===== src/rtl/scanline_bank_sequencer.sv =====
// rtl/scanline_bank_sequencer.sv - PPU scanline tracker, split-table CHR bank sequencer and scanline IRQ
// Optional feature macro: SBS_SPRITE_BANK_EN (sprite-fetch CHR bank override).
module scanline_bank_sequencer #(
  parameter int BANK_W      = 2,
  parameter int SPLITS      = 4,
  parameter int LINE_W      = 8,
  parameter int SWITCH_TILE = 40,
  parameter int MATCH_READS = 3,
  parameter int IDLE_CLKS   = 4096
) (
  input  logic              clk,
  input  logic              rst_n,
  input  logic              ppu_rd,
  input  logic [13:0]       ppu_addr,
  input  logic              frame_end,
  input  logic              cfg_we,
  input  logic [3:0]        cfg_addr,
  input  logic [7:0]        cfg_wdata,
  output logic [BANK_W-1:0] chr_bank,
  output logic [LINE_W-1:0] scanline,
  output logic              in_frame,
  output logic              irq
);

  localparam int MW = $clog2(MATCH_READS + 1);
  localparam int IW = $clog2(IDLE_CLKS + 1);
  localparam logic [MW-1:0] MATCH_MAX = MW'(MATCH_READS);
  localparam logic [IW-1:0] IDLE_MAX  = IW'(IDLE_CLKS);
  localparam logic [5:0]    SWITCH_T  = 6'(SWITCH_TILE);

  logic              rd_meta_q, rd_sync_q, rd_prev_q;
  logic [13:0]       addr_meta_q, addr_sync_q;
  logic [13:0]       prev_addr_q, prev_addr_d;
  logic [MW-1:0]     match_q, match_d;
  logic [5:0]        tile_q, tile_d;
  logic [LINE_W-1:0] scanline_q, scanline_d;
  logic              in_frame_q, in_frame_d;
  logic              irq_q, irq_d;
  logic [BANK_W-1:0] bank_q, bank_d;
  logic [IW-1:0]     idle_q, idle_d;

  logic [BANK_W-1:0] base_bank_q, base_bank_d;
  logic [LINE_W-1:0] irq_line_q, irq_line_d;
  logic              irq_en_q, irq_en_d;
  logic [LINE_W-1:0] split_line_q [SPLITS];
  logic [LINE_W-1:0] split_line_d [SPLITS];
  logic              split_en_q   [SPLITS];
  logic              split_en_d   [SPLITS];
  logic [BANK_W-1:0] split_bank_q [SPLITS];
  logic [BANK_W-1:0] split_bank_d [SPLITS];
`ifdef SBS_SPRITE_BANK_EN
  logic [BANK_W-1:0] spr_bank_q, spr_bank_d;
`endif

  logic              rd_evt, cur_nt, line_evt, idle_end, fend;
  logic              pat_to_nt, nt_to_pat, hit, irq_set, irq_ack;
  logic [13:0]       cur_addr;
  logic [MW-1:0]     match_inc;
  logic [LINE_W-1:0] new_line;
  logic [LINE_W:0]   next_line;
  logic [BANK_W-1:0] hit_bank;

  always_comb begin
    rd_evt    = rd_prev_q & ~rd_sync_q;
    cur_addr  = addr_sync_q;
    cur_nt    = (cur_addr[13:12] == 2'b10);
    match_inc = match_q + 1'b1;
    pat_to_nt = rd_evt & ~prev_addr_q[13] & cur_addr[13];
    nt_to_pat = rd_evt & prev_addr_q[13] & ~cur_addr[13];
    next_line = {1'b0, scanline_q} + 1'b1;

    line_evt = 1'b0;
    match_d  = match_q;
    if (rd_evt) begin
      if (cur_nt && (cur_addr == prev_addr_q)) begin
        if (match_inc == MATCH_MAX) begin
          line_evt = 1'b1;
          match_d  = '0;
        end else begin
          match_d = match_inc;
        end
      end else begin
        match_d = MW'(cur_nt);
      end
    end

    // Idle timeout fires once when the count reaches IDLE_CLKS, then holds.
    idle_end = ~rd_evt & (idle_q == IDLE_MAX - 1'b1);
    if (rd_evt)                idle_d = '0;
    else if (idle_q == IDLE_MAX) idle_d = idle_q;
    else                       idle_d = idle_q + 1'b1;
    fend = frame_end | idle_end;

    prev_addr_d = rd_evt ? cur_addr : prev_addr_q;

    hit      = 1'b0;
    hit_bank = '0;
    for (int i = SPLITS - 1; i >= 0; i--) begin
      if (split_en_q[i] && ({1'b0, split_line_q[i]} == next_line)) begin
        hit      = 1'b1;
        hit_bank = split_bank_q[i];
      end
    end

    new_line = in_frame_q ? ((scanline_q == '1) ? scanline_q : next_line[LINE_W-1:0]) : '0;

    in_frame_d = in_frame_q;
    scanline_d = scanline_q;
    tile_d     = tile_q;
    bank_d     = bank_q;
    if (fend) begin
      in_frame_d = 1'b0;
      scanline_d = '0;
      tile_d     = '0;
      match_d    = '0;
      bank_d     = base_bank_q;
    end else begin
      if (line_evt) begin
        in_frame_d = 1'b1;
        scanline_d = new_line;
        tile_d     = '0;
      end else if (nt_to_pat && (tile_q != 6'd63)) begin
        tile_d = tile_q + 6'd1;
      end
      if (pat_to_nt && (tile_q == SWITCH_T) && hit) bank_d = hit_bank;
    end

    irq_set = line_evt & ~fend & irq_en_q & (new_line == irq_line_q);
    irq_ack = cfg_we & (cfg_addr == 4'd2) & cfg_wdata[1];
    if (irq_set)                  irq_d = 1'b1;
    else if (irq_ack || !irq_en_q) irq_d = 1'b0;
    else                          irq_d = irq_q;

    base_bank_d  = base_bank_q;
    irq_line_d   = irq_line_q;
    irq_en_d     = irq_en_q;
    split_line_d = split_line_q;
    split_en_d   = split_en_q;
    split_bank_d = split_bank_q;
`ifdef SBS_SPRITE_BANK_EN
    spr_bank_d   = spr_bank_q;
`endif
    if (cfg_we) begin
      case (cfg_addr)
        4'd0: base_bank_d = cfg_wdata[BANK_W-1:0];
        4'd1: irq_line_d  = cfg_wdata[LINE_W-1:0];
        4'd2: irq_en_d    = cfg_wdata[0];
        4'd3: begin
`ifdef SBS_SPRITE_BANK_EN
          spr_bank_d = cfg_wdata[BANK_W-1:0];
`endif
        end
        default: begin
          for (int i = 0; i < SPLITS; i++) begin
            if (cfg_addr == 4'(4 + 2 * i)) split_line_d[i] = cfg_wdata[LINE_W-1:0];
            if (cfg_addr == 4'(5 + 2 * i)) begin
              split_en_d[i]   = cfg_wdata[7];
              split_bank_d[i] = cfg_wdata[BANK_W-1:0];
            end
          end
        end
      endcase
    end
  end

  // /RD idles high, so the synchroniser resets high to avoid a phantom read edge.
  always_ff @(posedge clk or negedge rst_n) begin
    if (!rst_n) begin
      rd_meta_q   <= 1'b1;
      rd_sync_q   <= 1'b1;
      rd_prev_q   <= 1'b1;
      addr_meta_q <= '0;
      addr_sync_q <= '0;
      prev_addr_q <= '0;
      match_q     <= '0;
      tile_q      <= '0;
      scanline_q  <= '0;
      in_frame_q  <= 1'b0;
      irq_q       <= 1'b0;
      bank_q      <= '0;
      idle_q      <= '0;
      base_bank_q <= '0;
      irq_line_q  <= '0;
      irq_en_q    <= 1'b0;
      for (int i = 0; i < SPLITS; i++) begin
        split_line_q[i] <= '0;
        split_en_q[i]   <= 1'b0;
        split_bank_q[i] <= '0;
      end
`ifdef SBS_SPRITE_BANK_EN
      spr_bank_q  <= '0;
`endif
    end else begin
      rd_meta_q   <= ppu_rd;
      rd_sync_q   <= rd_meta_q;
      rd_prev_q   <= rd_sync_q;
      addr_meta_q <= ppu_addr;
      addr_sync_q <= addr_meta_q;
      prev_addr_q <= prev_addr_d;
      match_q     <= match_d;
      tile_q      <= tile_d;
      scanline_q  <= scanline_d;
      in_frame_q  <= in_frame_d;
      irq_q       <= irq_d;
      bank_q      <= bank_d;
      idle_q      <= idle_d;
      base_bank_q <= base_bank_d;
      irq_line_q  <= irq_line_d;
      irq_en_q    <= irq_en_d;
      split_line_q <= split_line_d;
      split_en_q   <= split_en_d;
      split_bank_q <= split_bank_d;
`ifdef SBS_SPRITE_BANK_EN
      spr_bank_q  <= spr_bank_d;
`endif
    end
  end

`ifdef SBS_SPRITE_BANK_EN
  assign chr_bank = (in_frame_q && (tile_q >= 6'd32) && (tile_q <= 6'd39)) ? spr_bank_q : bank_q;
`else
  assign chr_bank = bank_q;
`endif
  assign scanline = scanline_q;
  assign in_frame = in_frame_q;
  assign irq      = irq_q;

endmodule

===== config.mk =====
export PLATFORM = sky130hd
export DESIGN_NAME = scanline_bank_sequencer
export DESIGN_NICKNAME = d
export VERILOG_FILES = /design/src/rtl/scanline_bank_sequencer.sv
export SDC_FILE = /design/constraint.sdc
export NUM_CORES = 1
export LEC_CHECK = 0
export ABC_AREA = 1
export CAP_MARGIN = 10
export CELL_PAD_IN_SITES_DETAIL_PLACEMENT = 1
export CELL_PAD_IN_SITES_GLOBAL_PLACEMENT = 1
export CORE_MARGIN = 4
export CORE_UTILIZATION = 46
export CTS_BUF_LIST = sky130_fd_sc_hd__clkbuf_8
export DETAILED_ROUTE_END_ITERATION = 16
export HOLD_SLACK_MARGIN = 0.05
export PLACE_DENSITY_LB_ADDON = 0.1
export SLEW_MARGIN = 20
export SYNTH_ARGS = -nofsm -noshare
export SYNTH_HDL_FRONTEND = slang
export SYNTH_SLANG_ARGS = --single-unit

===== constraint.sdc =====
create_clock -name clk -period 2.7 [get_ports clk]
set_input_delay 0.81 -clock clk [delete_from_list [all_inputs] [get_ports clk]]
set_output_delay 0.81 -clock clk [all_outputs]
set_load 0.02 [all_outputs]

==> reports/qor.yml <==
detailed_routing:
  drt-initial-drc-count: 276
  dr_total_vias: 5422
  detail_route.wl_per_cell_um: 17.6
  wirelength_um: 18200
  drcViolationCount: 0
  drt-vias-per-instance: 5.24
  ant_nets: 0
  drt_first_pass_iters: 4
pwr:
  power.share.switching_pct: 29.2
  cellLeakagePower_nw: 3.54
  report.power.total_mw: 5.03
  power_frac_comb_pct: 15.0
  vdd.ir_drop.worst_mv: 0.474
  power_switching_mw: 1.47
  cell_internal_power_mw: 3.56
  power_density_mw_per_mm2: 678
  seq_power_share_pct: 48.7
  clk_pwr_share_pct: 36.4
synth:
  synthMostInstantiatedCell: "sky130_fd_sc_hd__nand2_1"
  syn-mean-instance-area_um2: 8.01
  synth-async-reset-ratio_pct: 100
  cell_area_synth_mm2: 0.00628
  synth_area_leader_cell: "sky130_fd_sc_hd__dfrtp_1"
  synth_cells: 784
  synth_top_cell_area_share_pct: 51.8
  ys_ff_latch: 133
  syn_nets: 820
  synth_sequential_area_ratio_pct: 53.0
  synth_top_cells_by_area: "sky130_fd_sc_hd__dfrtp_1 52%, sky130_fd_sc_hd__nand2_1 14%, sky130_fd_sc_hd__inv_1 6.5%"
  number_of_enable_type_register_cells_in_the_synthesized_netlist: 0
  postSynth.topFlopCell: "sky130_fd_sc_hd__dfrtp_1"
  synth_commonest_cells: "227 x sky130_fd_sc_hd__nand2_1, 130 x sky130_fd_sc_hd__dfrtp_1, 108 x sky130_fd_sc_hd__inv_1, 80 x sky130_fd_sc_hd__o21ai_0, 68 x sky130_fd_sc_hd__nor2_1"
  ys_warn_count: 0
  yosys.cell_types.count: 33
hold_path:
  worst_hold_path_type: "input port to asynchronous set/reset pin"
timing:
  timing_hold_violations_final: 0
  timing.hold.ws_ps: 174
  worst_slew_margin_rel_pct: 56.9
  setup_tns_ps: 0
  worst_slew_pin_slew_ps: 644
  max_clock_freq_mhz: 402
  grt_setup_unrepaired: "no"
  slew_violations: 0
  finalSetupViolCount: 0
  skew_ps: 9.69
  final_worst_path_period_share_pct: 92.0
  post-route-min-period_ps: 2490
floorplan:
  num_rows: 42
  die-width_um: 125
  design.die.area_mm2: 0.0156
  floorplan.initialDensity_pct: 47.2
  floorplan.io_pins: 43
  core_region_area_mm2: 0.0133
  die_y_um: 125
cts:
  cts_buffers: 17
  clock-root-buffer: "sky130_fd_sc_hd__clkbuf_8"
  worstSkewPairLatency_ps: 450
  ctsHtreeMaxLevel: 4
  clock_sink_count: 133
  cts.reportedPaths.clkPinSlew_ps: 80
  tritoncts_clock_tree: "yes"
  cts.path.max_buffers: 2
  cts_hold_repair.buffers: 0
finish:
  layoutNonFillerInstCount: 1035
  areaGrowthSynthToFinish_pct: 18.0
  final_cell_area_mm2: 0.00741
  finish.net_count: 882
  nFillCells: 1630
  drive_gt1_share_pct: 8.03
  antennaDiodeCount: 0
grt:
  grt_start_max_net_pins: 88
  via_count_of_the_first_global_routing_pass: 5886
  grt_overflow: 0
  grt.total_usage_pct: 24.4
  grt_antenna_before_repair: 0
  grt_pass1_wl_um: 30100
worst_setup_path:
  cp.required_ps: 3090
  setup.worst_path.start_class: "flop"
  classification_of_the_worst_setup_path: "flop to flop"
  worstPathArrival_ps: 2870
  critPathCaptureType: "flop"
  crit_fanout: 11
placed_design:
  dp_cells: 1003
  placement.io_buffers: 42
  post-dp-hpwl_um: 13600
  gp_routability_congestion: 0.902
  postPlaceCellArea_mm2: 0.00697
run:
  drv_cap: 0
status:
  outcome: "finished clean"
[per-stage QoR]
stage,util (%),worst slack [ps]
6_report,55.7,215
5_1_grt,55.7,26.1
4_1_cts,55.7,205
3_5_place_dp,52.4,226
3_3_place_gp,52.4,288
2_1_floorplan,-,678
[state kept, by name, summed over array words and instances, names as in the netlist]
name and count:
base_bank_q 2, irq_en_q 1, rd_prev_q 1, chr_bank 2, match_q 2, rd_sync_q 1, in_frame 1, addr_meta_q 14
irq 1, idle_q 13, tile_q 6, prev_addr_q 14, split_line_q 32, rd_meta_q 1, scanline 8, addr_sync_q 14
irq_line_q 8, split_en_q 4, split_bank_q 8
[routing by layer]
layer  track usage, %  share of wire, %
met4             11.0               3.5
met1             28.6                42
met2             43.5                52
met3             4.42               2.5
met5                0                 0
[final timing paths]
| kind | from | to | slack (ps) | depth (start not counted) |
|---|---|---|---|---|
| min in group clk | addr_meta_q[10] | addr_sync_q[10] | 350 | 0 |
| hold / removal | rst_n | prev_addr_q[1] | 170 | 1 |
| hold reg to reg | addr_meta_q[10] | addr_sync_q[10] | 350 | 0 |
| setup / recovery | scanline[0] | chr_bank[0] | 210 | 14 |
| max in group asynchronous | rst_n | scanline[6] | 1800 | 2 |
| setup reg to reg | scanline[0] | chr_bank[0] | 210 | 14 |
[area by class of cell]
| type | instances | area, um^2 | area share, % |
|---|---|---|---|
| clock buffer | 17 | 234 | 3.16 |
| timing repair buffer | 55 | 528 | 7.12 |
| inverter | 109 | 409 | 5.52 |
| tap | 176 | 220 | 2.97 |
| sequential | 133 | 3330 | 45.0 |
| multi-input combinational | 530 | 2480 | 33.5 |
| clock inverter | 15 | 203 | 2.74 |
[worst max-delay path, stage by stage (launching register included)]
cell and delay, ps:
sky130_fd_sc_hd__dfrtp_1 400, sky130_fd_sc_hd__ha_1 280, sky130_fd_sc_hd__nand2_2 190, sky130_fd_sc_hd__nor2_1 60, sky130_fd_sc_hd__nand2_1 330, sky130_fd_sc_hd__inv_1 200, sky130_fd_sc_hd__nor2_1 170, sky130_fd_sc_hd__nand3_1 80
sky130_fd_sc_hd__nor2_1 90, sky130_fd_sc_hd__nand2_1 110, sky130_fd_sc_hd__nand2_1 100, sky130_fd_sc_hd__o21ai_2 70, sky130_fd_sc_hd__nor2_1 160, sky130_fd_sc_hd__nand3_1 100, sky130_fd_sc_hd__nand2_1 80
[power by group through the flow]
stage / combinational, mW / sequential, mW / clock, mW
final: 0.753 / 2.44 / 1.83
after global routing: 0.868 / 2.48 / 1.97
after CTS: 0.766 / 2.44 / 1.88
after detailed placement: 0.757 / 2.48 / 0
after global placement: 0.710 / 2.46 / 0
after floorplan: 0.477 / 2.41 / 0
[cells in the final DEF (no fill, tap or decap), drive strengths merged, types with 6 or more instances in the layout]
| cell type | instances |
|---|---|
| clkdlybuf4s50 | 41 |
| buf | 14 |
| clkbuf | 17 |
| nand4 | 14 |
| nand2 | 234 |
| nand3 | 44 |
| o22ai | 6 |
| inv | 114 |
| nor3 | 12 |
| a21oi | 26 |
| nor2 | 73 |
| xor2 | 12 |
| o21ai | 83 |
| dfrtp | 130 |
[cell families (layout without fill, tap and decap cells)]
group | Yosys count | count (layout) | synth area share (%)
DFF | 133 | 133 | 53.0
buffers and inverters | 121 | 196 | 7.43
and+or+nand+nor | 390 | 390 | 26.4
AOI/OAI and AO/OA | 118 | 118 | 9.78
adders and majority gates | 5 | 5 | 0.996
xor gates and xnor gates | 17 | 17 | 2.37
[repair_timing]
action,in CTS,in global routing
endpoints found under the setup margin,0,1
buffers inserted,0,0
gates resized for setup,0,1
Note: power is estimated with default switching activity, not from simulation.
